==> config.mk <==
export PLATFORM = sky130hd
export DESIGN_NAME = morphle_vec_driver
export DESIGN_NICKNAME = d
export VERILOG_FILES = /design/src/rtl/morphle_vec_driver.sv
export SDC_FILE = /design/constraint.sdc
export NUM_CORES = 1
export LEC_CHECK = 0
export CORE_MARGIN = 3
export CORE_UTILIZATION = 55
export DETAILED_ROUTE_END_ITERATION = 8
export PLACE_DENSITY = 0.92
export SLEW_MARGIN = 20
export SYNTH_ARGS = -nofsm -noshare
export SYNTH_HDL_FRONTEND = slang
export SYNTH_SLANG_ARGS = --single-unit
==> constraint.sdc <==
create_clock -name clk -period 3.4 [get_ports clk]
set_input_delay 0.68 -clock clk [delete_from_list [all_inputs] [get_ports clk]]
set_output_delay 0.68 -clock clk [all_outputs]
set_load 0.05 [all_outputs]
==> src/rtl/morphle_vec_driver.sv <==
// morphle_vec_driver: clocked initiator for an asynchronous Morphle Logic cell.
// Takes 7-bit test vectors {reset, in[1:0], match[1:0], expected[1:0]} over a
// valid/ready stream and drives each one into the cell with a four-phase
// return-to-empty handshake. The cell output is synchronized, sampled after a
// settle time and compared with the expected value. Results and counts are reported.
//
// Ports:
//   clk, reset_n              single clock, synchronous active-low reset
//   vec_valid/vec_ready       vector stream handshake
//   vec_data[6:0]             {reset, in[1:0], match[1:0], expected[1:0]}
//   cell_reset/in/match       registered drive to the cell
//   cell_out[1:0]             asynchronous cell output
//   res_valid                 one-cycle result strobe
//   res_out/err/timeout       sampled output, error and return-to-empty timeout
//   vec_count                 completed vectors (wraps)
//   err_count                 failing vectors (saturates)
module morphle_vec_driver #(
  parameter int unsigned SYNC_STAGES = 2,
  parameter int unsigned SETTLE      = 4,
  parameter int unsigned TIMEOUT     = 64,
  parameter int unsigned CNT_W       = 16
) (
  input  logic             clk,
  input  logic             reset_n,
  input  logic             vec_valid,
  output logic             vec_ready,
  input  logic [6:0]       vec_data,
  output logic             cell_reset,
  output logic [1:0]       cell_in,
  output logic [1:0]       cell_match,
  input  logic [1:0]       cell_out,
  output logic             res_valid,
  output logic [1:0]       res_out,
  output logic             res_err,
  output logic             res_timeout,
  output logic [CNT_W-1:0] vec_count,
  output logic [CNT_W-1:0] err_count
);

  localparam int unsigned TW = $clog2(TIMEOUT + 1);

  typedef enum logic [1:0] {
    S_IDLE  = 2'd0,
    S_VALID = 2'd1,
    S_EMPTY = 2'd2,
    S_DONE  = 2'd3
  } state_e;

  state_e state_q, state_d;

  logic [SYNC_STAGES-1:0][1:0] sync_q;
  logic [1:0]       out_s;

  logic             vec_ready_q, vec_ready_d;
  logic             cell_reset_q, cell_reset_d;
  logic [1:0]       cell_in_q, cell_in_d;
  logic [1:0]       cell_match_q, cell_match_d;
  logic [1:0]       exp_q, exp_d;
  logic             mismatch_q, mismatch_d;
  logic [TW-1:0]    cnt_q, cnt_d;
  logic             res_valid_q, res_valid_d;
  logic [1:0]       res_out_q, res_out_d;
  logic             res_err_q, res_err_d;
  logic             res_timeout_q, res_timeout_d;
  logic [CNT_W-1:0] vec_count_q, vec_count_d;
  logic [CNT_W-1:0] err_count_q, err_count_d;

  logic             capture;
  logic             settle_hit;
  logic             timeout_hit;

  // Synchronizer for the asynchronous cell output; only out_s is used below.
  always_ff @(posedge clk) begin
    if (!reset_n) begin
      sync_q <= '0;
    end else begin
      sync_q <= {sync_q[SYNC_STAGES-2:0], cell_out};
    end
  end

  assign out_s = sync_q[SYNC_STAGES-1];

  assign capture     = (state_q == S_IDLE) && vec_valid && vec_ready_q;
  assign settle_hit  = (cnt_q == TW'(SETTLE - 1));
  assign timeout_hit = (cnt_q == TW'(TIMEOUT - 1));

  // State register.
  always_ff @(posedge clk) begin
    if (!reset_n) begin
      state_q <= S_IDLE;
    end else begin
      state_q <= state_d;
    end
  end

  // Next-state logic.
  always_comb begin
    state_d = state_q;
    case (state_q)
      S_IDLE:  if (capture) state_d = S_VALID;
      S_VALID: if (settle_hit) state_d = S_EMPTY;
      S_EMPTY: if ((out_s == 2'b00) || timeout_hit) state_d = S_DONE;
      S_DONE:  state_d = S_IDLE;
      default: state_d = S_IDLE;
    endcase
  end

  // Output / datapath next values. The result is published on entry to DONE
  // so that res_valid, res_err and both counters change together.
  always_comb begin
    vec_ready_d   = (state_d == S_IDLE);
    cell_reset_d  = cell_reset_q;
    cell_in_d     = cell_in_q;
    cell_match_d  = cell_match_q;
    exp_d         = exp_q;
    mismatch_d    = mismatch_q;
    cnt_d         = cnt_q;
    res_valid_d   = 1'b0;
    res_out_d     = res_out_q;
    res_err_d     = res_err_q;
    res_timeout_d = res_timeout_q;
    vec_count_d   = vec_count_q;
    err_count_d   = err_count_q;

    case (state_q)
      S_IDLE: begin
        if (capture) begin
          cell_reset_d  = vec_data[6];
          cell_in_d     = vec_data[5:4];
          cell_match_d  = vec_data[3:2];
          exp_d         = vec_data[1:0];
          cnt_d         = '0;
          res_timeout_d = 1'b0;
        end
      end
      S_VALID: begin
        cnt_d = cnt_q + TW'(1);
        if (settle_hit) begin
          res_out_d    = out_s;
          mismatch_d   = (out_s != exp_q);
          cnt_d        = '0;
          // Return-to-empty: data and match go empty, reset keeps its value.
          cell_in_d    = 2'b00;
          cell_match_d = 2'b00;
        end
      end
      S_EMPTY: begin
        cnt_d = cnt_q + TW'(1);
        if ((out_s == 2'b00) || timeout_hit) begin
          res_valid_d   = 1'b1;
          res_timeout_d = (out_s != 2'b00);
          res_err_d     = mismatch_q | (out_s != 2'b00);
          vec_count_d   = vec_count_q + CNT_W'(1);
          if ((mismatch_q || (out_s != 2'b00)) && (err_count_q != {CNT_W{1'b1}})) begin
            err_count_d = err_count_q + CNT_W'(1);
          end
        end
      end
      default: ;
    endcase
  end

  // Datapath and output registers.
  always_ff @(posedge clk) begin
    if (!reset_n) begin
      vec_ready_q   <= 1'b1;
      cell_reset_q  <= 1'b1;
      cell_in_q     <= 2'b00;
      cell_match_q  <= 2'b00;
      exp_q         <= 2'b00;
      mismatch_q    <= 1'b0;
      cnt_q         <= '0;
      res_valid_q   <= 1'b0;
      res_out_q     <= 2'b00;
      res_err_q     <= 1'b0;
      res_timeout_q <= 1'b0;
      vec_count_q   <= '0;
      err_count_q   <= '0;
    end else begin
      vec_ready_q   <= vec_ready_d;
      cell_reset_q  <= cell_reset_d;
      cell_in_q     <= cell_in_d;
      cell_match_q  <= cell_match_d;
      exp_q         <= exp_d;
      mismatch_q    <= mismatch_d;
      cnt_q         <= cnt_d;
      res_valid_q   <= res_valid_d;
      res_out_q     <= res_out_d;
      res_err_q     <= res_err_d;
      res_timeout_q <= res_timeout_d;
      vec_count_q   <= vec_count_d;
      err_count_q   <= err_count_d;
    end
  end

  assign vec_ready   = vec_ready_q;
  assign cell_reset  = cell_reset_q;
  assign cell_in     = cell_in_q;
  assign cell_match  = cell_match_q;
  assign res_valid   = res_valid_q;
  assign res_out     = res_out_q;
  assign res_err     = res_err_q;
  assign res_timeout = res_timeout_q;
  assign vec_count   = vec_count_q;
  assign err_count   = err_count_q;

endmodule

Yosys cells after proc, flatten, opt, wreduce, memory -nomap -nowiden
Index checks and enable logic that the tools add are counted.

storage, ports and cells
  flip-flop bits (word level) = 59
  bits of input ports = 12
  output and inout bits = 43
  logic and storage cells = 66

operators by class
  add/sub/neg operators = 3
  equality and inequality tests = 10
  multiplexer cells = 16
  bitwise gates (word level) = 1
  reduce and logical (&&, ||, !) cells = 20

operator list
  cell                                                                    count
  16-bit by 1-bit adder with 16-bit output (second input constant)        2
  7-bit case mux with 3 select lines                                      1
  16-bit inequality test (second input constant)                          1
  7-bit 2-to-1 mux                                                        2
  2-bit 2-to-1 mux                                                        6
  2-bit AND reduction                                                     5
  3-bit AND reduction                                                     3
  2-bit case mux with 2 select lines                                      2
  2-bit case mux with 4 select lines                                      1
  7-bit by 1-bit adder with 7-bit output (second input constant)          1
  7-bit by 2-bit equality test with 1-bit output (second input constant)  1
  7-bit by 6-bit equality test with 1-bit output (second input constant)  1
  2-bit zero test                                                         3
  2-bit inequality test (second input constant)                           3
  2-bit nonzero test                                                      3
  2-bit equality test (second input constant)                             2
  1-bit logical AND                                                       3
  1-bit 2-to-1 mux                                                        3
  3-bit nonzero test                                                      1
  2-bit by 1-bit equality test with 1-bit output (second input constant)  1
  1-bit logical OR                                                        2
  2-bit inequality test                                                   1
  1-bit case mux with 2 select lines                                      1
  1-bit OR                                                                1

Logic depth before layout (Yosys ltp)
Gate-level depths: netlist of run 1.

  word-level depth = 6
  gate-level depth with buffers = 9
  gate-level depth less buffers = 7

Worst setup path after synthesis of run 1
Ideal clock, no wire load.

  path kind = register to register
  from = reg err_count_q[0] (netlist: err_count[0])
  to = reg err_count_q[0] (netlist: err_count[0])
  library setup time = 0.128 ns
  arrival time = 2.119 ns
  data required time = 3.272 ns
  slack = 1.153 ns
  stages on the path, launching flop included = 9
  path buffers = 2
  clock period less this slack = 2.247 ns
  cell sequence = dfxtp_1 > ha_1 > clkbuf_1 > nand3_1 > nor4_2 > or3_4 > buf_6 > xor2_1 > nor2_1

between the ends
  word-level cells in the longest chain between the ends = 3
  elaborated cells on any way between the ends = 4
  those cells by class = add/sub: 1; eq/ne: 1; reduce/logical: 2

RTL lines
  element                                                                                           RTL line  source
  from (decl)                                                                                       66        logic [CNT_W-1:0] err_count_q, err_count_d;
  from (signal assigned)                                                                            192       err_count_q <= err_count_d;
  parallel branches: the longest is 3 deep, another holds 16-bit by 1-bit adder with 16-bit output  n/a

Parallel ways; which one is timed is not known.
A chain may end at the register's enable or synchronous reset.

Final worst setup path of run 1
  from = reg err_count_q[2] (netlist: err_count[2])
  to = out err_count[2]

RTL lines
  element    RTL line  source
  to (decl)  37        output logic [CNT_W-1:0] err_count

No word-level cell between the ends.

==> run metrics, run 1 <==
Net Count, Synth=332; EDFF count, synth=0; CP peak stage delay=between 800 and 900 ps; crit path max fanout=7; fin crit share=0.701; hold path depth=1; initial antenna violation count=0; final setup TNS=0 ps; DIE AREA=between 0.005 and 0.006 sq mm; hold buffers post-CTS=0; initial core utilization=0.574; CTS tree=built; peak supply drop=a little over 0.3 mV; vias in the first global route=~2500; DRC errors left=0; first-pass GRT wire length=roughly 11 mm; Hold Crit Endpoint=out_s[0]$_SDFF_PN0_; Cell variety after synth=between 40 and 50; area growth from synthesis to layout=30.0%; fmax=0.420 GHz; overflow left after global routing=0; Post-CTS Resized=0; DRT Wirelength=~6.5 mm; Avg Cell Area, Syn=a little under 9 sq um; chip height=76.7 um; Antenna Nets Post-Route=0; FF-to-FF path depth=7; FF+latch count, synth=slightly below 60; most frequent cells in the layout=59 x dfxtp_1, 54 x clkdlybuf4s50_1, 36 x nor2_1, 22 x nand2_1; pin count of the biggest net entering global routing=38; final-report setup violation count=0; Synth Instances=311; Reg2Reg Setup Slack=1030 ps; worst endpoint required time=~2700 ps; Yosys top cell area share=0.430; Fin Clk Skew=7.07 ps; root buffer cell=clkbuf_8; Die Wd=about 77 um; MaxCap Viol Count=0; sequential share of the synthesized area=0.430; CP max-delay cell=clkdlybuf4s50_1; Top Family by Delay on Critical Path=buffers and inverters; DP HPWL=~4.3 mm; Static Leak=between 1 and 1.5 nW; startpoint types=flop; # H-tree levels=3; Period minus WS final=2380 ps; core area=0.00479 sq mm; layout cells sized above 1=0.0730; Antenna Cells=0; Boundary Pins=55; reg2reg end=err_count[15]$_SDFFE_PN0P_; CTS max path bufs=2; Slew headroom=0.602; Crit Path Class=flop to primary output; Hold Fails Final Rpt=0; total CTS buffers=9; status=completed; GPL Wtd Cong=between 0.7 and 0.8; R2R Path Start=state_q[0]$_SDFF_PN0_; cell accounting for the most synthesized area=dfxtp_1; DRT iter0 DRCs=roughly 180; pre-CTS setup slack=~1000 ps; CP Capture Type=primary output; number of fill cells=roughly 330; synth top area cells=dfxtp_1 43%, xnor2_1 5.4%, nor2_1 4.9%, ha_1 4.1%, nand4_1 3.6%; buffers plus inverters on the worst setup path=1; row cnt=25; Via Count=2531; Slew Limit Fails=0; RSZ-0062 raised after global routing=no; nets=between 300 and 400; Hold Crit Class=flop to flop; DR vias/cell=slightly below 6; clock transition at the registers of the reported paths=approximately 70 ps; input/output buffers=54; WP data arrival=approximately 1700 ps; WL/cell=about 15 um; router iterations before antenna repair=4; Post-synth ARST share=0; crit path cell chain=clkdlybuf4s50_1; Power Density=between 400 and 500 mW/mm^2; Post-synth top flop=dfxtp_1; Least-Margin Pin Slew=approximately 600 ps; worst hold start=sync_q[0]$_SDFF_PN0_; total track usage=0.235; CTS Sinks=59; Synth Cell Area=0.00275 sq mm; Setup Fix Bufs, Post-CTS=0; final setup slack of the worst path=around 1000 ps; Clock Latency Late Sink=approximately 340 ps; Yosys warning count=0; commonest non-fill, non-tap cell in the layout=dfxtp_1
[layer usage]
layer  share of wire  GRT usage  up-vias  wire length [um]
li1                -          -     1228                 -
met1            0.42      0.278     1194              2760
met2            0.50      0.395       95              3220
met3           0.064     0.0657       14               419
met4           0.016      0.103        0               106
met5               0          0        -                 0
[power by group]
part	internal, mW	total [mW]	switching, mW	leakage, nW
sequential	0.711	0.724	0.0132	0.477
clock	0.493	0.770	0.278	0.122
combinational	0.0693	0.193	0.124	0.653
[metrics by stage]
stage / cell area, sq um / hold slack (ps) / utilization / total power [mW] / instances
3_5_place_dp: 3330 / 422 / 0.695 / 0.930 / 421
4_1_cts: 3570 / 441 / 0.747 / 1.69 / 437
3_3_place_gp: 3330 / 414 / 0.695 / 0.923 / 421
5_1_grt: 3570 / 465 / 0.747 / 1.75 / 437
6_report: 3570 / 437 / 0.747 / 1.69 / 437
2_1_floorplan: 2750 / 412 / - / 0.869 / 311
[flip-flops by register name, summed over array words and instances (netlist names)]
signal	cells
cell_in	2
out_s	2
cell_reset	1
res_err	1
cell_match	2
res_timeout	1
cnt_q	7
res_valid	1
mismatch_q	1
vec_ready	1
res_out	2
sync_q	2
state_q	2
vec_count	16
exp_q	2
err_count	16
[area by class of cell]
cell class | count | area (sq um) | share of cell area
inverter | 10 | 37.5 | 0.0105
sequential | 59 | 1180 | 0.331
timing repair buffer | 57 | 563 | 0.158
multi-input combinational | 228 | 1460 | 0.409
clock buffer | 13 | 179 | 0.0501
tap | 67 | 83.8 | 0.0235
clock inverter | 3 | 67.6 | 0.0189
[cell usage after synthesis (all sizes together), types with 2 or more instances]
cell type and n:
inv 10, mux2i 5, a21boi 2, or4 4
o41ai 3, o211ai 2, ha 9, and2 5
nand4b 2, a21oi 16, xnor2 17, xor2 8
dfxtp 59, nand2b 4, nor3b 3, nor4 7
nand3 17, or2 2, nand4 16, buf 6
and3 5, nor3 9, o311ai 4, o311a 2
clkbuf 8, nor2 36, and4 3, o31ai 3
nand2 22, o21ai 10, o21a 2, or3 4
[worst max path at each step]
stage / startpoint / endpoint / cells after the start
6_report: err_count[2]$_SDFFE_PN0P_ / err_count[2] / 1
4_1_cts: err_count[2]$_SDFFE_PN0P_ / err_count[2] / 1
2_1_floorplan: err_count[0]$_SDFFE_PN0P_ / err_count[0]$_SDFFE_PN0P_ / 8
3_3_place_gp: vec_valid / cnt_q[3]$_SDFFE_PN0P_ / 5
5_1_grt: state_q[0]$_SDFF_PN0_ / err_count[15]$_SDFFE_PN0P_ / 7
3_5_place_dp: vec_valid / cnt_q[5]$_SDFFE_PN0P_ / 5
[cell families after synthesis]
family,count (synthesis),synth area share
mux,5,0.0182
compound gates,49,0.124
xor+xnor,25,0.0797
simple gates,140,0.269
fa+ha+maj,9,0.0410
flops,59,0.430
buf+inv,24,0.0387
Power figures use the tool's default switching activity.
==> inputs of run 2 (changes only) <==
--- a/config.mk
+++ b/config.mk
@@ -6,9 +6,9 @@
 export NUM_CORES = 1
 export LEC_CHECK = 0
 export CORE_MARGIN = 3
-export CORE_UTILIZATION = 55
+export CORE_UTILIZATION = 51
 export DETAILED_ROUTE_END_ITERATION = 8
-export PLACE_DENSITY = 0.92
+export PLACE_DENSITY = 0.87
 export SLEW_MARGIN = 20
 export SYNTH_ARGS = -nofsm -noshare
 export SYNTH_HDL_FRONTEND = slang
==> constraint.sdc (replaced) <==
create_clock -name clk -period 2.4 [get_ports clk]
set_input_delay 0.48 -clock clk [delete_from_list [all_inputs] [get_ports clk]]
set_output_delay 0.48 -clock clk [all_outputs]
set_load 0.05 [all_outputs]
==> run metrics, run 2 (synthesized netlist as in run 1, its figures left out) <==
final setup TNS=0 ps; root buffer cell=clkbuf_8; total CTS buffers=9; most frequent cells in the layout=59 x dfxtp_1, 54 x clkdlybuf4s50_1, 36 x nor2_1, 22 x nand2_1; initial antenna violation count=0; core area=around 0.0052 sq mm; DR vias/cell=about 5.7; Hold Fails Final Rpt=0; Antenna Cells=0; DP HPWL=4.59 mm; GR Util met1=0.267; Slew Limit Fails=0; Die Wd=roughly 80 um; startpoint types=flop; Fin Clk Skew=6.60 ps; MaxCap Viol Count=0; RSZ-0062 raised after global routing=no; total track usage=0.218; WL/cell=about 15 um; initial core utilization=0.531; CTS tree=built; dpl cells=around 430; Setup Fix Bufs, Post-CTS=0; Most Crowded Layer GR=met2; GPL Wtd Cong=0.876; Hold Crit Class=flop to flop; Comb power frac=0.121; input/output buffers=54; router iterations before antenna repair=5; status=completed; fin crit share=0.956; Boundary Pins=55; Clock Latency Late Sink=about 340 ps; vias in the first global route=2371; Power Density=between 600 and 700 mW/mm^2; peak supply drop=a little under 0.5 mV; Antenna Nets Post-Route=0; row cnt=26; CTS max path bufs=2; Via Count=2525; final-report setup violation count=0; clock transition at the registers of the reported paths=~70 ps; fmax=approximately 0.44 GHz; CP Capture Type=flop; Net Sw Power=around 600 uW; DRC errors left=0; Reg power frac=0.449; Pint=between 1.5 and 2 mW; grt met2 use=0.349; overflow left after global routing=0; area growth from synthesis to layout=30.2%; Finished Core Util=0.692; switching share of total power=0.261; Period minus WS final=between 2000 and 2500 ps; DRT Wirelength=6.46 mm; final non-filler cell total=442; Static Leak=roughly 1.3 nW; commonest non-fill, non-tap cell in the layout=dfxtp_1; DIE AREA=roughly 0.0063 sq mm; hold buffers post-CTS=0; crit path max fanout=13; CTS Sinks=a little under 60; layout cells sized above 1=0.0833; clock share of power=0.429; WP data arrival=roughly 2500 ps; Crit Path Class=flop to flop; # H-tree levels=3; first-pass GRT wire length=between 10 and 15 mm; chip height=~79 um; met3 Use GR=0.0813; DRT iter0 DRCs=200; Least-Margin Pin Slew=around 570 ps; Slew headroom=0.615; hold slack=between 400 and 500 ps; nets=388; pin count of the biggest net entering global routing=29; worst endpoint required time=2610 ps
[run 2: timing repair]
action / CTS / global route
resized for setup: 0 / 2
endpoints found under the hold margin: 0 / 0
setup endpoints to repair: 0 / 3
[run 2: layout make-up]
class / instances / area (sq um)
Tap cell: 70 / 87.6
Clock buffer: 9 / 124
Sequential cell: 59 / 1180
Fill cell: 395 / 1590
Inverter: 10 / 37.5
Multi-Input combinational cell: 228 / 1480
Timing Repair Buffer: 59 / 578
Clock inverter: 7 / 92.6
[run 2: final timing paths]
path                            slack (ps)                        end  cells past startpoint                  start
worst max-delay path                   100  err_count[9]$_SDFFE_PN0P_                      7  state_q[0]$_SDFF_PN0_
worst min-delay path                   430        out_s[0]$_SDFF_PN0_                      1   sync_q[0]$_SDFF_PN0_
worst max register to register         100  err_count[9]$_SDFFE_PN0P_                      7  state_q[0]$_SDFF_PN0_
worst min register to register         430        out_s[0]$_SDFF_PN0_                      1   sync_q[0]$_SDFF_PN0_
[run 2: worst max-delay path: stages (launching register included)]
cell	delay, ps
dfxtp_1	330
inv_1	160
ha_2	280
nor3b_4	260
a41oi_2	60
or3_4	490
o311ai_0	420
o41ai_1	160
[run 2: power groups by stage]
stage | registers (mW) | logic [mW] | clock network [mW]
floorplan | 1.10 | 0.126 | 0
global placement | 1.05 | 0.264 | 0
detailed placement | 1.05 | 0.273 | 0
CTS | 1.03 | 0.276 | 0.999
global route | 1.03 | 0.297 | 1.04
finish | 1.03 | 0.277 | 0.981
[run 2: per-stage QoR]
| step | setup slack [ps] | power, mW | instance area, sq um |
|---|---|---|---|
| 6_report | 105 | 2.28 | 3580 |
| 5_1_grt | 43.2 | 2.36 | 3580 |
| 4_1_cts | 125 | 2.30 | 3570 |
| 3_5_place_dp | 147 | 1.32 | 3350 |
| 3_3_place_gp | 297 | 1.31 | 3350 |
| 2_1_floorplan | 153 | 1.23 | 2750 |
[run 2: routing by layer]
metal  vias to the layer above  share of wire
met5                         -              0
met4                         0          0.018
met3                        17          0.048
met2                        79           0.49
met1                      1199           0.44
li1                       1230              -
